==> config.mk <==
export PLATFORM = sky130hd
export DESIGN_NAME = tt_midi_rx
export DESIGN_NICKNAME = d
export VERILOG_FILES = /design/src/rtl/midi_pkg.sv /design/src/rtl/midi_uart_rx.sv /design/src/rtl/tt_midi_rx.sv
export SDC_FILE = /design/constraint.sdc
export NUM_CORES = 1
export LEC_CHECK = 0
export BUFFER_PORTS_ARGS = -buffer_cell sky130_fd_sc_hd__buf_2
export CORE_ASPECT_RATIO = 0.5
export CORE_MARGIN = 4
export CORE_UTILIZATION = 30
export CTS_BUF_LIST = sky130_fd_sc_hd__clkbuf_4
export DETAILED_ROUTE_END_ITERATION = 12
export PLACE_DENSITY_LB_ADDON = 0.1
export SLEW_MARGIN = 20
export SYNTH_ARGS = -nofsm -noshare
export SYNTH_HDL_FRONTEND = slang
export SYNTH_SLANG_ARGS = --single-unit
==> constraint.sdc <==
create_clock -name clk -period 3.2 [get_ports clk]
set_clock_uncertainty 0.1 [all_clocks]
set_input_delay 0.16 -clock clk [delete_from_list [all_inputs] [get_ports clk]]
set_output_delay 0.16 -clock clk [all_outputs]
set_load 0.03 [all_outputs]
==> src/rtl/midi_pkg.sv <==
// midi_pkg: shared constants and state types for the MIDI receive path.
// - Status-nibble codes for Note Off / Note On
// - Lowest real-time status byte value
// - Parser and UART state enumerations
// - Helper that classifies a status byte as a note message
package midi_pkg;

  localparam logic [3:0] NOTE_OFF  = 4'h8;
  localparam logic [3:0] NOTE_ON   = 4'h9;
  localparam logic [7:0] RT_THRESH = 8'hF8;

  typedef enum logic [1:0] {
    WAIT_STATUS = 2'd0,
    WAIT_NOTE   = 2'd1,
    WAIT_VEL    = 2'd2
  } parse_state_t;

  typedef enum logic [1:0] {
    UART_IDLE  = 2'd0,
    UART_START = 2'd1,
    UART_DATA  = 2'd2,
    UART_STOP  = 2'd3
  } uart_state_t;

  // True for 0x80..0x9F: the only channel messages this receiver tracks.
  function automatic logic is_note_status(input logic [7:0] b);
    return (b[7:4] == NOTE_OFF) || (b[7:4] == NOTE_ON);
  endfunction

endpackage

==> src/rtl/midi_uart_rx.sv <==
// midi_uart_rx: 8N1 serial receiver with a 2-FF input synchroniser.
// Ports:
//   clk        in   system clock
//   rst        in   asynchronous active-high reset
//   rx         in   raw serial line, idle high
//   data_byte  out  received byte, valid while byte_valid is high
//   byte_valid out  one-cycle pulse, cycle after a good stop bit
//   frame_err  out  one-cycle pulse, cycle after a low stop bit
module midi_uart_rx
  import midi_pkg::*;
#(
  parameter int DIV = 32
) (
  input  logic       clk,
  input  logic       rst,
  input  logic       rx,
  output logic [7:0] data_byte,
  output logic       byte_valid,
  output logic       frame_err
);

  localparam int TW = (DIV > 2) ? $clog2(DIV) : 2;
  localparam logic [TW-1:0] HALF = TW'(DIV / 2);
  localparam logic [TW-1:0] LAST = TW'(DIV - 1);

  logic          rx_meta_r;
  logic          rx_sync_r;
  uart_state_t   state_r;
  uart_state_t   state_s;
  logic [TW-1:0] timer_r;
  logic [2:0]    bit_cnt_r;
  logic [7:0]    shift_r;
  logic [7:0]    byte_r;
  logic          byte_valid_r;
  logic          frame_err_r;
  // Set after a low stop bit so a line stuck low cannot retrigger a frame.
  logic          line_low_r;

  logic          timer_clr_s;
  logic          bit_sample_s;
  logic          stop_ok_s;
  logic          stop_bad_s;

  // Two-stage synchroniser; resets to the idle (high) line level.
  always_ff @(posedge clk or posedge rst) begin
    if (rst) begin
      rx_meta_r <= 1'b1;
      rx_sync_r <= 1'b1;
    end else begin
      rx_meta_r <= rx;
      rx_sync_r <= rx_meta_r;
    end
  end

  // UART state register.
  always_ff @(posedge clk or posedge rst) begin
    if (rst) begin
      state_r <= UART_IDLE;
    end else begin
      state_r <= state_s;
    end
  end

  // UART next-state and sampling strobes.
  always_comb begin
    state_s      = state_r;
    timer_clr_s  = 1'b0;
    bit_sample_s = 1'b0;
    stop_ok_s    = 1'b0;
    stop_bad_s   = 1'b0;
    case (state_r)
      UART_IDLE: begin
        timer_clr_s = 1'b1;
        if (!rx_sync_r && !line_low_r) begin
          state_s = UART_START;
        end else begin
          state_s = UART_IDLE;
        end
      end
      UART_START: begin
        // Mid-bit check of the start bit rejects short glitches.
        if (timer_r == HALF) begin
          timer_clr_s = 1'b1;
          if (rx_sync_r) begin
            state_s = UART_IDLE;
          end else begin
            state_s = UART_DATA;
          end
        end else begin
          state_s = UART_START;
        end
      end
      UART_DATA: begin
        if (timer_r == LAST) begin
          timer_clr_s  = 1'b1;
          bit_sample_s = 1'b1;
          if (bit_cnt_r == 3'd7) begin
            state_s = UART_STOP;
          end else begin
            state_s = UART_DATA;
          end
        end else begin
          state_s = UART_DATA;
        end
      end
      UART_STOP: begin
        if (timer_r == LAST) begin
          timer_clr_s = 1'b1;
          state_s     = UART_IDLE;
          if (rx_sync_r) begin
            stop_ok_s = 1'b1;
          end else begin
            stop_bad_s = 1'b1;
          end
        end else begin
          state_s = UART_STOP;
        end
      end
      default: begin
        state_s     = UART_IDLE;
        timer_clr_s = 1'b1;
      end
    endcase
  end

  // Bit timer, shift register, registered byte/flag outputs.
  always_ff @(posedge clk or posedge rst) begin
    if (rst) begin
      timer_r      <= '0;
      bit_cnt_r    <= 3'd0;
      shift_r      <= 8'h00;
      byte_r       <= 8'h00;
      byte_valid_r <= 1'b0;
      frame_err_r  <= 1'b0;
      line_low_r   <= 1'b0;
    end else begin
      timer_r <= timer_clr_s ? '0 : timer_r + {{(TW-1){1'b0}}, 1'b1};
      if (bit_sample_s) begin
        bit_cnt_r <= bit_cnt_r + 3'd1;
        shift_r   <= {rx_sync_r, shift_r[7:1]};
      end else if (state_r != UART_DATA) begin
        bit_cnt_r <= 3'd0;
      end
      if (stop_ok_s) begin
        byte_r <= shift_r;
      end
      byte_valid_r <= stop_ok_s;
      frame_err_r  <= stop_bad_s;
      if (stop_bad_s) begin
        line_low_r <= 1'b1;
      end else if (rx_sync_r) begin
        line_low_r <= 1'b0;
      end
    end
  end

  assign data_byte  = byte_r;
  assign byte_valid = byte_valid_r;
  assign frame_err  = frame_err_r;

endmodule

==> src/rtl/tt_midi_rx.sv <==
// tt_midi_rx: MIDI input receiver; turns Note On/Off messages into
// one-cycle note events, with running-status support.
// Ports:
//   clk        in   system clock
//   rst        in   asynchronous active-high reset
//   rx         in   raw MIDI serial line (31250 baud, 8N1, idle high)
//   note_valid out  one-cycle event strobe
//   note_on    out  1 = Note On, 0 = Note Off (incl. Note On, velocity 0)
//   note_num   out  note number of the last event
//   velocity   out  velocity of the last event as received
//   channel    out  channel of the last event
//   frame_err  out  one-cycle pulse on a low stop bit
module tt_midi_rx
  import midi_pkg::*;
#(
  parameter int CLK_HZ   = 10_000_000,
  parameter int BAUD     = 31250,
  parameter int CHAN_ALL = 1,
  parameter int CHAN     = 0
) (
  input  logic       clk,
  input  logic       rst,
  input  logic       rx,
  output logic       note_valid,
  output logic       note_on,
  output logic [6:0] note_num,
  output logic [6:0] velocity,
  output logic [3:0] channel,
  output logic       frame_err
);

  localparam int DIV = CLK_HZ / BAUD;

  if ((DIV < 8) || ((CLK_HZ % BAUD) != 0)) begin : g_bad_div
    $error("tt_midi_rx: CLK_HZ/BAUD must be an integer >= 8");
  end

  logic [7:0]   data_byte_s;
  logic         byte_valid_s;

  parse_state_t pstate_r;
  parse_state_t pstate_s;
  logic [7:0]   status_r;
  logic [7:0]   status_s;
  logic [6:0]   note_r;
  logic [6:0]   note_s;
  logic         emit_s;
  logic         chan_ok_s;

  logic         note_valid_r;
  logic         note_on_r;
  logic [6:0]   note_num_r;
  logic [6:0]   velocity_r;
  logic [3:0]   channel_r;

  midi_uart_rx #(
    .DIV(DIV)
  ) u_uart (
    .clk        (clk),
    .rst        (rst),
    .rx         (rx),
    .data_byte  (data_byte_s),
    .byte_valid (byte_valid_s),
    .frame_err  (frame_err)
  );

  // Parser state and running-status registers.
  always_ff @(posedge clk or posedge rst) begin
    if (rst) begin
      pstate_r <= WAIT_STATUS;
      status_r <= 8'h00;
      note_r   <= 7'h00;
    end else begin
      pstate_r <= pstate_s;
      status_r <= status_s;
      note_r   <= note_s;
    end
  end

  // Parser next-state: one byte per byte_valid pulse.
  always_comb begin
    pstate_s = pstate_r;
    status_s = status_r;
    note_s   = note_r;
    emit_s   = 1'b0;
    if (byte_valid_s) begin
      if (data_byte_s >= RT_THRESH) begin
        // Real-time bytes may interleave anywhere and leave state untouched.
        pstate_s = pstate_r;
      end else if (data_byte_s[7]) begin
        // Any status byte abandons a partial message.
        if (is_note_status(data_byte_s)) begin
          status_s = data_byte_s;
          pstate_s = WAIT_NOTE;
        end else begin
          status_s = 8'h00;
          pstate_s = WAIT_STATUS;
        end
      end else begin
        case (pstate_r)
          WAIT_NOTE: begin
            note_s   = data_byte_s[6:0];
            pstate_s = WAIT_VEL;
          end
          WAIT_VEL: begin
            emit_s   = 1'b1;
            pstate_s = WAIT_NOTE;
          end
          default: begin
            pstate_s = WAIT_STATUS;
          end
        endcase
      end
    end else begin
      pstate_s = pstate_r;
    end
  end

  assign chan_ok_s = (CHAN_ALL != 0) || (status_r[3:0] == 4'(CHAN));

  // Registered event outputs; fields hold until the next accepted event.
  always_ff @(posedge clk or posedge rst) begin
    if (rst) begin
      note_valid_r <= 1'b0;
      note_on_r    <= 1'b0;
      note_num_r   <= 7'h00;
      velocity_r   <= 7'h00;
      channel_r    <= 4'h0;
    end else begin
      note_valid_r <= emit_s && chan_ok_s;
      if (emit_s && chan_ok_s) begin
        note_on_r  <= (status_r[7:4] == NOTE_ON) && (data_byte_s[6:0] != 7'h00);
        note_num_r <= note_r;
        velocity_r <= data_byte_s[6:0];
        channel_r  <= status_r[3:0];
      end
    end
  end

  assign note_valid = note_valid_r;
  assign note_on    = note_on_r;
  assign note_num   = note_num_r;
  assign velocity   = velocity_r;
  assign channel    = channel_r;

endmodule
==> impl_metrics.py <==
metrics = {
    "drt": {
        "num_vias": 1727,
        "drt_wl_total_um": 5180,
        "drc": 0,
        "ant_nets": 0,
        "wl_per_cell_um": 13.3,
        "drt_iter0_drc": 68,
        "firstDrtPassIters": 4,
        "viasPerCell": 4.44,
    },
    "setup_path": {
        "r2r_end": "u_uart.data_byte[1]",
        "reg2reg_depth": 5,
        "path_depth": 5,
        "critPathLaunchType": "register",
        "path_class": "reg -> reg",
        "crit_chain": "ha_1 > and2_1 > nand4_4 > nor3_4 > mux2_2",
        "crit_buf_inv": 0,
        "cp_top_family": "simple AND/OR/NAND/NOR gates",
        "critPathMaxFanout": 9,
        "rr_startpoint": "u_uart.timer_r[0]",
        "critPathMaxStageDelay_ns": 0.44,
        "arrival_ns": 2.34,
        "r2r_slack_ns": 1.08,
        "cp-end-kind": "register",
        "crit_path_top_delay_cell": "dfrtp_1",
        "cp.required_ns": 3.42,
    },
    "synth": {
        "synth_edf_count": 0,
        "yosysSeqAreaShare_pct": 61.6,
        "syn_area_per_cell_um2": 13.5,
        "synthMostInstantiatedCell": "dfrtp_1",
        "syn_nets": 224,
        "synth-main-ff-cell": "dfrtp_1",
        "synth_common_cells": "70 x dfrtp_1, 42 x mux2_2, 18 x nand2_1, 14 x nor2_1",
        "synth-seq-cells": 72,
        "ys_top_cells_by_area": "dfrtp_1 60%, mux2_2 16%, nand2_1 2.3%, dfstp_2 1.8%, nor2_1 1.8%",
        "netlist_instances": 217,
        "yosys.area.top_type": "dfrtp_1",
        "synthArstFlopShare_pct": 100,
        "yosysWarnings": 0,
        "synth_top_area_share_pct": 59.8,
        "netlist_area_mm2": 0.00293,
        "synth_cell_types": 39,
    },
    "grt": {
        "first_global_vias": 1801,
        "grt_antenna_before_repair": 0,
        "overflow": 0,
        "grt_max_degree": 38,
        "grt_pass1_wl_um": 9080,
        "grt.total_usage_pct": 10.1,
    },
    "placement": {
        "place.gp.congestion": 0.719,
        "dpl_cell_area_mm2": 0.00321,
        "numPortBuffers": 23,
        "hpwl_um": 3570,
    },
    "clock_network": {
        "cts.repair.resized": 0,
        "cts_hold_buf": 2,
        "cts_root_buf": "clkbuf_4",
        "htree_levels": 3,
        "cts_tree": "built",
        "cts.clk_slew.worst_paths_ns": 0.12,
        "clockBufferDepth": 2,
        "clock_latency_ns": 0.42,
        "post_cts_buffers": 0,
        "clock_sinks": 72,
        "numCtsBuffers": 9,
    },
    "hold_path": {
        "hold_end": "u_uart.rx_sync_r",
        "hold_class": "reg -> reg",
        "min_delay_path_depth": 0,
        "min_from": "u_uart.rx_meta_r",
    },
    "pwr": {
        "total_power_mw": 1.74,
        "power_density_mw_per_mm2": 507,
        "vdd_drop_max_uv": 188,
        "p_leak_nw": 1.69,
    },
    "timing": {
        "finalHoldViolations": 0,
        "setup_viol": 0,
        "finalCritPeriodShare_pct": 66.4,
        "slew_headroom_pct": 42.4,
        "tightest_slew_ns": 0.861,
        "rsz0062_at_grt": "no",
        "fin_hold_ws_ns": 0.263,
        "period_minus_slack_ns": 2.12,
        "final.setup.tns_ns": 0,
        "finalMaxSlewViolations": 0,
        "fmax_mhz": 471,
    },
    "finish": {
        "utilization_pct": 36.3,
        "drive_gt1_share_pct": 36.6,
        "diodes": 0,
        "layout.nets": 256,
        "stdcell_area_mm2": 0.00344,
        "fill_cells": 938,
        "syn_to_final_growth_pct": 17.4,
    },
    "floorplan": {
        "io_pins": 24,
        "fp.dieW_um": 148,
        "fp.dieH_um": 77.9,
        "row_count": 25,
        "coreArea_mm2": 0.00948,
        "die_area_mm2": 0.0115,
        "initial_core_util_pct": 30.9,
    },
    "status": {
        "status": "finished clean",
    },
    "run": {
        "drv_cap": 0,
    },
}
==> stage by stage <==
stage	setup slack, ns	cells
final	1.08	389
after global placement	1.14	371
after CTS	1.05	389
after detailed placement	1.08	371
after floorplan	1.12	217
after global routing	0.933	389
==> kinds of logic after synthesis <==
kind of cell,Yosys count,synth area share [%]
XOR/XNOR,8,2.39
flip-flops,72,61.6
buffers and inverters,13,2.26
multiplexers,43,16.7
AO/OA/AOI/OAI,18,4.02
adder cells (fa/ha/maj),4,1.71
AND/OR/NAND/NOR,59,11.3
==> sequential cells by signal (all words and copies together), names as in the netlist <==
register / count
u_uart.bit_cnt_r: 3
u_uart.byte_valid: 1
note_num: 7
note_valid: 1
velocity: 7
u_uart.rx_sync_r: 1
channel: 4
u_uart.shift_r: 8
note_r: 7
u_uart.state_r: 2
pstate_r: 2
note_on: 1
u_uart.timer_r: 9
u_uart.data_byte: 8
u_uart.frame_err: 1
u_uart.line_low_r: 1
status_r: 8
u_uart.rx_meta_r: 1
==> cells in the final DEF, fill, tap and decap left out, drive strengths merged, types with 2 or more instances in the layout <==
cell type / Yosys / layout
bufinv: 0 / 4
and4: 2 / 2
nand2b: 2 / 2
xnor2: 2 / 2
nand3: 5 / 5
o21ai: 5 / 5
a21oi: 4 / 4
nor4b: 3 / 3
buf: 4 / 26
nand2: 18 / 18
and3: 2 / 2
dlygate4sd3: 0 / 2
ha: 4 / 4
and2: 3 / 3
dfrtp: 70 / 70
xor2: 6 / 6
nor3: 3 / 3
nor2: 14 / 14
nand4: 2 / 2
a31oi: 4 / 4
clkbuf: 3 / 10
mux2: 43 / 43
dfstp: 2 / 2
inv: 6 / 6
==> power by group <==
group | switching [mW] | total [mW] | internal, mW | leakage [nW]
registers | 0.000921 | 0.913 | 0.912 | 0.985
clock network | 0.323 | 0.804 | 0.481 | 0.104
logic | 0.0188 | 0.0240 | 0.00518 | 0.604
==> metal layers <==
metal	share of wire [%]	up-vias	wire length [µm]	GRT usage (%)
met2	48	20	2470	15.8
met4	1.9	0	99	4.18
li1	-	822	-	-
met3	3.7	10	194	4.03
met1	47	875	2410	12.6
met5	0	-	0	0
==> worst max-delay path by stage <==
stage,to,startpoint,slack [ns]
5_1_grt,u_uart.data_byte[1],u_uart.timer_r[0],0.93
4_1_cts,u_uart.data_byte[1],u_uart.timer_r[0],1.05
3_5_place_dp,u_uart.data_byte[1],u_uart.timer_r[0],1.08
2_1_floorplan,channel[0],rst,1.12
3_3_place_gp,u_uart.data_byte[1],u_uart.timer_r[0],1.14
6_report,u_uart.data_byte[1],u_uart.timer_r[0],1.08
==> layout make-up <==
cell class	count	area, µm²	share of cell area (%)
clock buffers	10	75.1	2.18
clock inverters	6	131	3.82
inverters	6	22.5	0.655
multi-input cells	132	1060	31.0
flip-flops and latches	72	1800	52.5
well taps	135	169	4.92
repair buffers	28	170	4.95
(Power assumes the default switching activity.)
